### config.mk
export PLATFORM = sky130hd
export DESIGN_NAME = a_lkp_responder
export DESIGN_NICKNAME = d
export VERILOG_FILES = /design/src/rtl/c_module_pkg.sv /design/src/rtl/a_lkp_rsp_arb.sv /design/src/rtl/a_lkp_responder.sv
export SDC_FILE = /design/constraint.sdc
export NUM_CORES = 1
export LEC_CHECK = 0
export CAP_MARGIN = 20
export CORE_ASPECT_RATIO = 0.6
export CORE_UTILIZATION = 60
export CTS_BUF_LIST = sky130_fd_sc_hd__clkbuf_16
export CTS_CLUSTER_DIAMETER = 100
export DETAILED_ROUTE_END_ITERATION = 7
export HOLD_SLACK_MARGIN = 0.12
export PLACE_DENSITY_LB_ADDON = 0.08
export SYNTH_ARGS = -nofsm -noshare
export SYNTH_HDL_FRONTEND = slang
export SYNTH_SLANG_ARGS = --single-unit
### constraint.sdc
create_clock -name clk -period 2.93 [get_ports clk]
set_clock_uncertainty 0.05 [all_clocks]
set_input_delay 0.4395 -clock clk [delete_from_list [all_inputs] [get_ports clk]]
set_output_delay 0.4395 -clock clk [all_outputs]
set_load 0.005 [all_outputs]
### src/rtl/c_module_pkg.sv
// Shared widths, slot state encoding and slot record for the lookup responder.
package c_module_pkg;

  localparam int LKP_INFO_W = 32;
  localparam int REQ_ID_W   = 6;
  localparam int RSLT_W     = 16;
  localparam int LAT_CNT_W  = 5;

  typedef enum logic [1:0] {
    SLOT_IDLE  = 2'd0,
    SLOT_WAIT  = 2'd1,
    SLOT_READY = 2'd2
  } slot_state_e;

  // The result is folded at acceptance, so a slot never needs the full key.
  typedef struct packed {
    slot_state_e          state;
    logic [REQ_ID_W-1:0]  req_id;
    logic [RSLT_W-1:0]    rslt;
    logic [LAT_CNT_W-1:0] cnt;
  } slot_t;

  function automatic logic [RSLT_W-1:0] calc_rslt(input logic [LKP_INFO_W-1:0] info);
    return info[31:16] ^ info[15:0];
  endfunction

endpackage

### src/rtl/a_lkp_rsp_arb.sv
// Fixed-priority picker: reports the lowest set index of a request vector.
module a_lkp_rsp_arb #(
  parameter  int N  = 8,
  localparam int IW = (N > 1) ? $clog2(N) : 1
) (
  input  logic [N-1:0]  req,
  output logic [IW-1:0] idx,
  output logic          any
);

  // Scanning downward lets the lowest set bit win the last assignment.
  always_comb begin
    any = 1'b0;
    idx = '0;
    for (int i = N - 1; i >= 0; i--) begin
      if (req[i]) begin
        any = 1'b1;
        idx = i[IW-1:0];
      end
    end
  end

endmodule

### src/rtl/a_lkp_responder.sv
// Slot-based lookup responder: requests wait a latency, then retire lowest slot first.
// Define A_LKP_VAR_LAT_EN to extend each request's latency by info[1:0].
module a_lkp_responder
  import c_module_pkg::*;
#(
  parameter int SLOT_NUM = 8,
  parameter int BASE_LAT = 4
) (
  input  logic                  clk,
  input  logic                  rst_n,
  input  logic                  c2a_lkp_vld,
  input  logic [LKP_INFO_W-1:0] c2a_lkp_info,
  input  logic [REQ_ID_W-1:0]   c2a_lkp_req_id,
  output logic                  a2c_lkp_rdy,
  output logic                  a2c_lkp_rsp_vld,
  output logic [REQ_ID_W-1:0]   a2c_lkp_rsp_id,
  output logic [RSLT_W-1:0]     a2c_lkp_rslt
);

  localparam int IDX_W = (SLOT_NUM > 1) ? $clog2(SLOT_NUM) : 1;
  localparam logic [LAT_CNT_W-1:0] BASE_LAT_M1 = LAT_CNT_W'(BASE_LAT - 1);

  slot_t                slots     [SLOT_NUM];
  slot_t                slots_nxt [SLOT_NUM];
  logic [SLOT_NUM-1:0]  ready_vec;
  logic [SLOT_NUM-1:0]  idle_vec;
  logic [IDX_W-1:0]     rsp_idx;
  logic [IDX_W-1:0]     free_idx;
  logic                 rsp_any;
  logic                 free_any;
  logic                 accept;
  logic                 rdy_nxt;
  logic [LAT_CNT_W-1:0] acc_cnt;

  // A WAIT slot whose counter hit zero competes now, so its response lands at edge k+LAT.
  always_comb begin
    ready_vec = '0;
    idle_vec  = '0;
    for (int i = 0; i < SLOT_NUM; i++) begin
      ready_vec[i] = (slots[i].state == SLOT_READY) ||
                     ((slots[i].state == SLOT_WAIT) && (slots[i].cnt == '0));
      idle_vec[i]  = (slots[i].state == SLOT_IDLE);
    end
  end

  a_lkp_rsp_arb #(.N(SLOT_NUM)) u_rsp_arb (
    .req (ready_vec),
    .idx (rsp_idx),
    .any (rsp_any)
  );

  a_lkp_rsp_arb #(.N(SLOT_NUM)) u_free_arb (
    .req (idle_vec),
    .idx (free_idx),
    .any (free_any)
  );

  assign accept = c2a_lkp_vld && a2c_lkp_rdy && free_any;

`ifdef A_LKP_VAR_LAT_EN
  assign acc_cnt = BASE_LAT_M1 + LAT_CNT_W'(c2a_lkp_info[1:0]);
`else
  assign acc_cnt = BASE_LAT_M1;
`endif

  // A slot retiring this edge is not counted as free until the following edge.
  always_comb begin
    rdy_nxt = 1'b0;
    for (int i = 0; i < SLOT_NUM; i++) begin
      slots_nxt[i] = slots[i];
      if (slots[i].state == SLOT_WAIT) begin
        if (slots[i].cnt == '0) slots_nxt[i].state = SLOT_READY;
        else                    slots_nxt[i].cnt   = slots[i].cnt - 1'b1;
      end
      if (rsp_any && (rsp_idx == IDX_W'(i))) begin
        slots_nxt[i] = '0;
      end
      if (accept && (free_idx == IDX_W'(i))) begin
        slots_nxt[i].state  = SLOT_WAIT;
        slots_nxt[i].req_id = c2a_lkp_req_id;
        slots_nxt[i].rslt   = calc_rslt(c2a_lkp_info);
        slots_nxt[i].cnt    = acc_cnt;
      end
      if ((slots_nxt[i].state == SLOT_IDLE) && !(rsp_any && (rsp_idx == IDX_W'(i)))) begin
        rdy_nxt = 1'b1;
      end
    end
  end

  always_ff @(posedge clk or negedge rst_n) begin
    if (!rst_n) begin
      for (int i = 0; i < SLOT_NUM; i++) slots[i] <= '0;
      a2c_lkp_rdy     <= 1'b0;
      a2c_lkp_rsp_vld <= 1'b0;
      a2c_lkp_rsp_id  <= '0;
      a2c_lkp_rslt    <= '0;
    end else begin
      for (int i = 0; i < SLOT_NUM; i++) slots[i] <= slots_nxt[i];
      a2c_lkp_rdy     <= rdy_nxt;
      a2c_lkp_rsp_vld <= rsp_any;
      a2c_lkp_rsp_id  <= rsp_any ? slots[rsp_idx].req_id : '0;
      a2c_lkp_rslt    <= rsp_any ? slots[rsp_idx].rslt   : '0;
    end
  end

endmodule
### Word level (Yosys, flattened, before mapping)

Index checks and enable logic that the tools add are counted.

* bits in registers: 256
* output and inout port bits: 24

* add/subtract/negate cells: 8
* $lt $le $gt $ge: 1
* eq/ne operators: 38
* multiplexer cells: 93
* bitwise gates (word level): 2
* reduce and logical (&&, ||, !) cells: 100

Operator list (count)
* $mux W29: 16
* $bmux W29 S3: 1
* $mux W5: 16
* $mux W27: 2
* $mux W3: 16
* $logic_not A5 Y1: 8
* $sub A5 B1 Y5 const B: 8
* $logic_and A1 B1 Y1: 34
* $logic_not A2 Y1: 16
* $mux W2: 16
* $eq A3 B3 Y1 const B: 8
* $mux W1: 24
* $ne A3 B1 Y1 const B: 8
* $reduce_bool A3 Y1: 8
* $eq A2 B1 Y1 const B: 8
* $eq A2 B2 Y1 const B: 8
* $mux W16: 1
* $reduce_and A2 Y1: 8
* $reduce_bool A2 Y1: 8
* $xor A16 B16 Y16: 1
* $eq A3 B2 Y1 const B: 4
* $logic_not A1 Y1: 8
* $logic_or A1 B1 Y1: 8
* $eq A3 B1 Y1 const B: 2
* 4 further kinds: 5

### Logic depth before layout (Yosys ltp)

* depth after elaboration: 25
* depth in mapped cells: 11
* depth with buffers taken out: 9

### By module

From an unflattened synthesis, not the netlist that was laid out.

* cell total of the unflattened synthesis: 1154
* area total of the unflattened synthesis: 12102.9 µm²

Modules (own cells, without submodules)
* a_lkp_responder: times used 1, cells an instance 1128, area each 11942.7 µm², sequential area each 6406.1 µm²
* a_lkp_rsp_arb: times used 2, cells an instance 13, area each 80.1 µm², sequential area each 0.0 µm²

### Worst setup path before layout

OpenSTA, ideal clock, no wires.

* path type: register to register
* start: reg slots[0] (netlist name)
* end: reg a2c_lkp_rslt[0]
* setup time: 124 ps
* arrival time: 2422 ps
* data required time: 2756 ps
* setup slack: 334 ps
* cell stages (with the launch flop): 12
* path buffers: 2
* cell sequence: dfrtp_1 -> inv_1 -> ha_1 -> or4b_1 -> o21ai_0 -> a21oi_1 -> o21ai_1 -> buf_4 -> buf_4 -> mux2_2 -> a22oi_1 -> nand2_1

* longest elaborated chain between the ends: 16
* elaborated cells on any way between the ends: 24
* those cells by class: mux: 20; bitwise: 1; reduce/logical: 3

RTL lines
* $logic_not A5 Y1 (*): RTL line a_lkp_responder.sv:41 `((slots[i].state == SLOT_WAIT) && (slots[i].cnt == '0));`
* $logic_and A1 B1 Y1 (*): RTL line a_lkp_responder.sv:41
* $logic_or A1 B1 Y1 (*): RTL line a_lkp_responder.sv:40 `ready_vec[i] = (slots[i].state == SLOT_READY) ||`
* $mux W3 (8 in a row): RTL line a_lkp_rsp_arb.sv:16 `if (req[i]) begin`
* $not A3 Y4 (not written as such): RTL line a_lkp_responder.sv:102 `a2c_lkp_rslt <= rsp_any ? slots[rsp_idx].rslt : '0;`
* $bmux W29 S3: RTL line a_lkp_responder.sv:102
* $mux W27 (not written as such) (2 in a row): RTL line a_lkp_responder.sv:102
* $mux W16 (*): RTL line a_lkp_responder.sv:102
* end signal, assigned: RTL line a_lkp_responder.sv:102
* end, declared: RTL line a_lkp_responder.sv:17 `output logic [RSLT_W-1:0] a2c_lkp_rslt`

Mark *: on every way between the ends. The rest lies on a longest branch, timed or not. The select of a mux whose other input is x is not followed.
A chain may end at the register's enable or synchronous reset.

### Final worst setup path

* start: reg slots[1] (netlist name)
* end: reg a2c_lkp_rsp_id[0]

* longest elaborated chain between the ends: 16
* elaborated cells on any way between the ends: 24
* those cells by class: mux: 20; bitwise: 1; reduce/logical: 3

RTL lines
* $logic_not A5 Y1 (*): RTL line a_lkp_responder.sv:41
* $logic_and A1 B1 Y1 (*): RTL line a_lkp_responder.sv:41
* $logic_or A1 B1 Y1 (*): RTL line a_lkp_responder.sv:40
* $mux W3 (8 in a row): RTL line a_lkp_rsp_arb.sv:16
* $not A3 Y4 (not written as such): RTL line a_lkp_responder.sv:101 `a2c_lkp_rsp_id <= rsp_any ? slots[rsp_idx].req_id : '0;`
* $bmux W29 S3: RTL line a_lkp_responder.sv:101
* $mux W27 (2 in a row)
* $mux W6 (*): RTL line a_lkp_responder.sv:101
* end signal, assigned: RTL line a_lkp_responder.sv:101
* end, declared: RTL line a_lkp_responder.sv:16 `output logic [REQ_ID_W-1:0] a2c_lkp_rsp_id,`

Marks and branches as above.

==> results.py <==
metrics = {
    "worst_hold_path": {
        "worstHoldStart": "slots[197]",
        "holdPathStages": 2,
        "holdPathEnd": "slots[197]",
        "min_path_type": "reg -> reg",
    },
    "die": {
        "core.rowCount": 39,
        "io_pins": 65,
        "dieArea_um2": 20400,
        "coreArea_um2": 19200,
        "die_w_um": 184,
        "die_y_um": 111,
        "initial_core_util": 0.619,
    },
    "cells_and_area": {
        "layout.nets": 1322,
        "finalNonFillerCells": 1544,
        "layout-drive-gt1-share": 0.145,
        "final_common_cell": "dfrtp_1",
        "area_delta_synth_final_pct": 17.9,
        "layout_common_cells": "dfrtp_1 (256), nand2_1 (216), o21ai_0 (136)",
        "diodes": 0,
    },
    "setup_path": {
        "r2r_cells": 12,
        "cp.required_ns": 3.26,
        "path_common_cell": "buf_4",
        "path_delay_family": "compound AO/OA/AOI/OAI gates",
        "timing.rr.start": "slots[1]",
        "critPathBufInv": 4,
        "critPathMaxFanout": 10,
        "crit_chain": "inv_1 > ha_1 > or4b_1 > o21ai_1 > buf_4 > a21oi_1 > o21ai_4 > buf_4 > buf_12 > mux2_2 > a22oi_1 > nand2_1",
        "crit_arrival_ns": 3.19,
        "r2r_end": "a2c_lkp_rsp_id[0]",
        "slowest_delay_ns": 0.47,
        "crit_slowest_cell": "or4b_1",
        "r2r_setup_slack_ns": 0.07,
        "cp-end-kind": "flop",
        "worstSetupPathType": "reg -> reg",
        "cp-start-kind": "flop",
    },
    "clock_tree": {
        "tritoncts": "done",
        "cts_num_sinks": 256,
        "clockBufferDepth": 3,
        "htreeDepth": 1,
        "path_clk_slew_ns": 0.07,
        "cts_made_buffers": 23,
        "root_buffer": "clkbuf_16",
        "insertion_delay_ns": 0.51,
    },
    "yosys": {
        "synth-seq-area-share": 0.538,
        "synth-adder-area-share": 0.0156,
        "synth_top_area_frac": 0.538,
        "ys_async_sr_fraction": 1.00,
        "synth_top_family_by_area": "compound AO/OA/AOI/OAI gates",
        "synth-simple-area-share": 0.148,
        "muxShareOfSynthArea": 0.0397,
        "ys_types": 59,
        "syn_avg_cell_area_um2": 10.0,
        "synth_compound_area_frac": 0.188,
        "synth_top_area_cell": "dfrtp_1",
        "synth_seq_cells": 256,
        "synth-main-ff-cell": "dfrtp_1",
        "syn_area_um2": 11900,
        "synthXorXnorAreaFrac": 0.0331,
        "synth_fp_nets": 1241,
        "synth_edf_count": 0,
        "yosysWarningCount": 0,
        "synthTopCellsByArea": "dfrtp_1 (54%), nand2_1 (6.8%), o21ai_0 (5.8%)",
        "netlist_instances": 1186,
    },
    "sta": {
        "layout_min_cycle_time_ns": 2.86,
        "worstMarginPinSlew_ns": 0.966,
        "hold_slack_ns": 0.425,
        "slew_viol_final": 0,
        "finalHoldViolCount": 0,
        "finalCritPeriodShare": 0.976,
        "rsz0062_at_grt": "yes",
        "setup_viol": 0,
        "max_slew_margin": 0.351,
        "fmax_mhz": 350,
    },
    "global_routing": {
        "grt_pass1_wl_um": 50700,
        "track_usage": 0.321,
        "grt_pass1_vias": 9153,
        "antenna_found_initial": 0,
        "grt_max_degree": 73,
        "grt-ovfl-total": 0,
    },
    "routing": {
        "finalWirelength_um": 31900,
        "drtIter0Drc": 931,
        "first_pass_iters": 7,
        "postRouteAntennaNets": 0,
        "viasPerCell": 6.17,
        "drcViolationCount": 0,
        "routedWlPerCell_um": 20.6,
        "dr_total_vias": 9532,
    },
    "place": {
        "port-buffer-count": 64,
        "dpl.hpwl_um": 20100,
        "gp_congestion": 0.951,
        "placedCellCount": 1501,
    },
    "power": {
        "power_density_nw_per_um2": 1230,
        "p_leak_nw": 6.33,
        "vdd_drop_max_uv": 856,
    },
    "job": {
        "drv_cap": 0,
    },
    "outcome": {
        "outcome": "complete, no violations",
    },
}
[routing by layer]
| layer | GRT usage | wire [µm] |
|---|---|---|
| met5 | 0 | 0 |
| met4 | 0.0778 | 733 |
| met3 | 0.0618 | 2530 |
| met2 | 0.449 | 13200 |
| met1 | 0.511 | 15400 |
[registers in the layout, indices dropped and copies added, names as in the netlist]
signal	cells
a2c_lkp_rsp_id	6
a2c_lkp_rsp_vld	1
a2c_lkp_rdy	1
slots	232
a2c_lkp_rslt	16
[Yosys cell counts, types with 14 or more instances]
| cell type | n |
|---|---|
| a21oi_1 | 16 |
| xnor2_1 | 31 |
| o21ai_1 | 21 |
| clkbuf_1 | 43 |
| a22oi_1 | 22 |
| mux2_2 | 36 |
| xor2_1 | 14 |
| nor2b_1 | 15 |
| nor2_1 | 38 |
| nand3_1 | 31 |
| nor3_1 | 18 |
| dfrtp_1 | 256 |
| buf_2 | 16 |
| inv_1 | 25 |
| o21ai_0 | 138 |
| nand2_1 | 216 |
| o22ai_1 | 91 |
| o221a_2 | 22 |
| ha_1 | 14 |
| o2bb2ai_1 | 16 |
[metrics by stage]
| stage | setup WS (ns) | setup TNS [ns] | util | total power [mW] | area [µm²] |
|---|---|---|---|---|---|
| 2_1_floorplan | 0.334 | 0 | - | 10.7 | 11900 |
| 6_report | 0.0707 | 0 | 0.730 | 17.2 | 14000 |
| 3_3_place_gp | 0.0500 | 0 | 0.689 | 13.7 | 13200 |
| 5_1_grt | -0.0246 | -0.123 | 0.730 | 18.3 | 14000 |
| 3_5_place_dp | -0.0286 | -0.0576 | 0.689 | 13.9 | 13200 |
| 4_1_cts | 0.00959 | 0 | 0.722 | 16.6 | 13900 |
[worst max path at each step]
stage	startpoint	to	slack [ns]	depth (start not counted)
after floorplan	slots[0]	a2c_lkp_rslt[0]	0.33	11
after global placement	c2a_lkp_vld	slots[15]	0.05	9
after detailed placement	c2a_lkp_vld	slots[17]	-0.03	9
after CTS	slots[1]	slots[94]	0.01	11
after global routing	slots[0]	a2c_lkp_rslt[0]	-0.02	12
final	slots[1]	a2c_lkp_rsp_id[0]	0.07	12
[cell type report]
cell class / count / area (µm²)
Multi-Input combinational cell: 835 / 5190
Clock inverter: 13 / 55.1
Tap cell: 266 / 333
Clock buffer: 23 / 576
Fill cell: 1409 / 5190
Sequential cell: 256 / 6410
Inverter: 25 / 93.8
Timing Repair Buffer: 126 / 1380
[tightest hold or removal path, cell delays in order (launching register included)]
cell and delay [ns]:
dfrtp_1 0.34, nand2_1 0.04, o21ai_0 0.06
[timing repair]
| item | 4_1_cts | 5_1_grt |
|---|---|---|
| setup buffers | 0 | 2 |
| hold buffers | 1 | 0 |
| endpoints found under the setup margin | 0 | 77 |
| endpoints found under the hold margin | 66 | 0 |
| gates resized for setup | 0 | 15 |
[power breakdown]
| part | switching, mW | internal (mW) | leakage, nW |
|---|---|---|---|
| clock | 1.26 | 1.41 | 0.342 |
| sequential | 0.807 | 4.86 | 3.40 |
| combinational | 5.03 | 3.85 | 2.59 |
[cells by family after synthesis]
| logic type | after synthesis |
|---|---|
| XOR/XNOR | 45 |
| multiplexers | 42 |
| AND/OR/NAND/NOR | 376 |
| AO/OA/AOI/OAI | 355 |
| flip-flops | 256 |
| adder cells (fa/ha/maj) | 15 |
| buffers and inverters | 97 |
(Power assumes the default switching activity.)
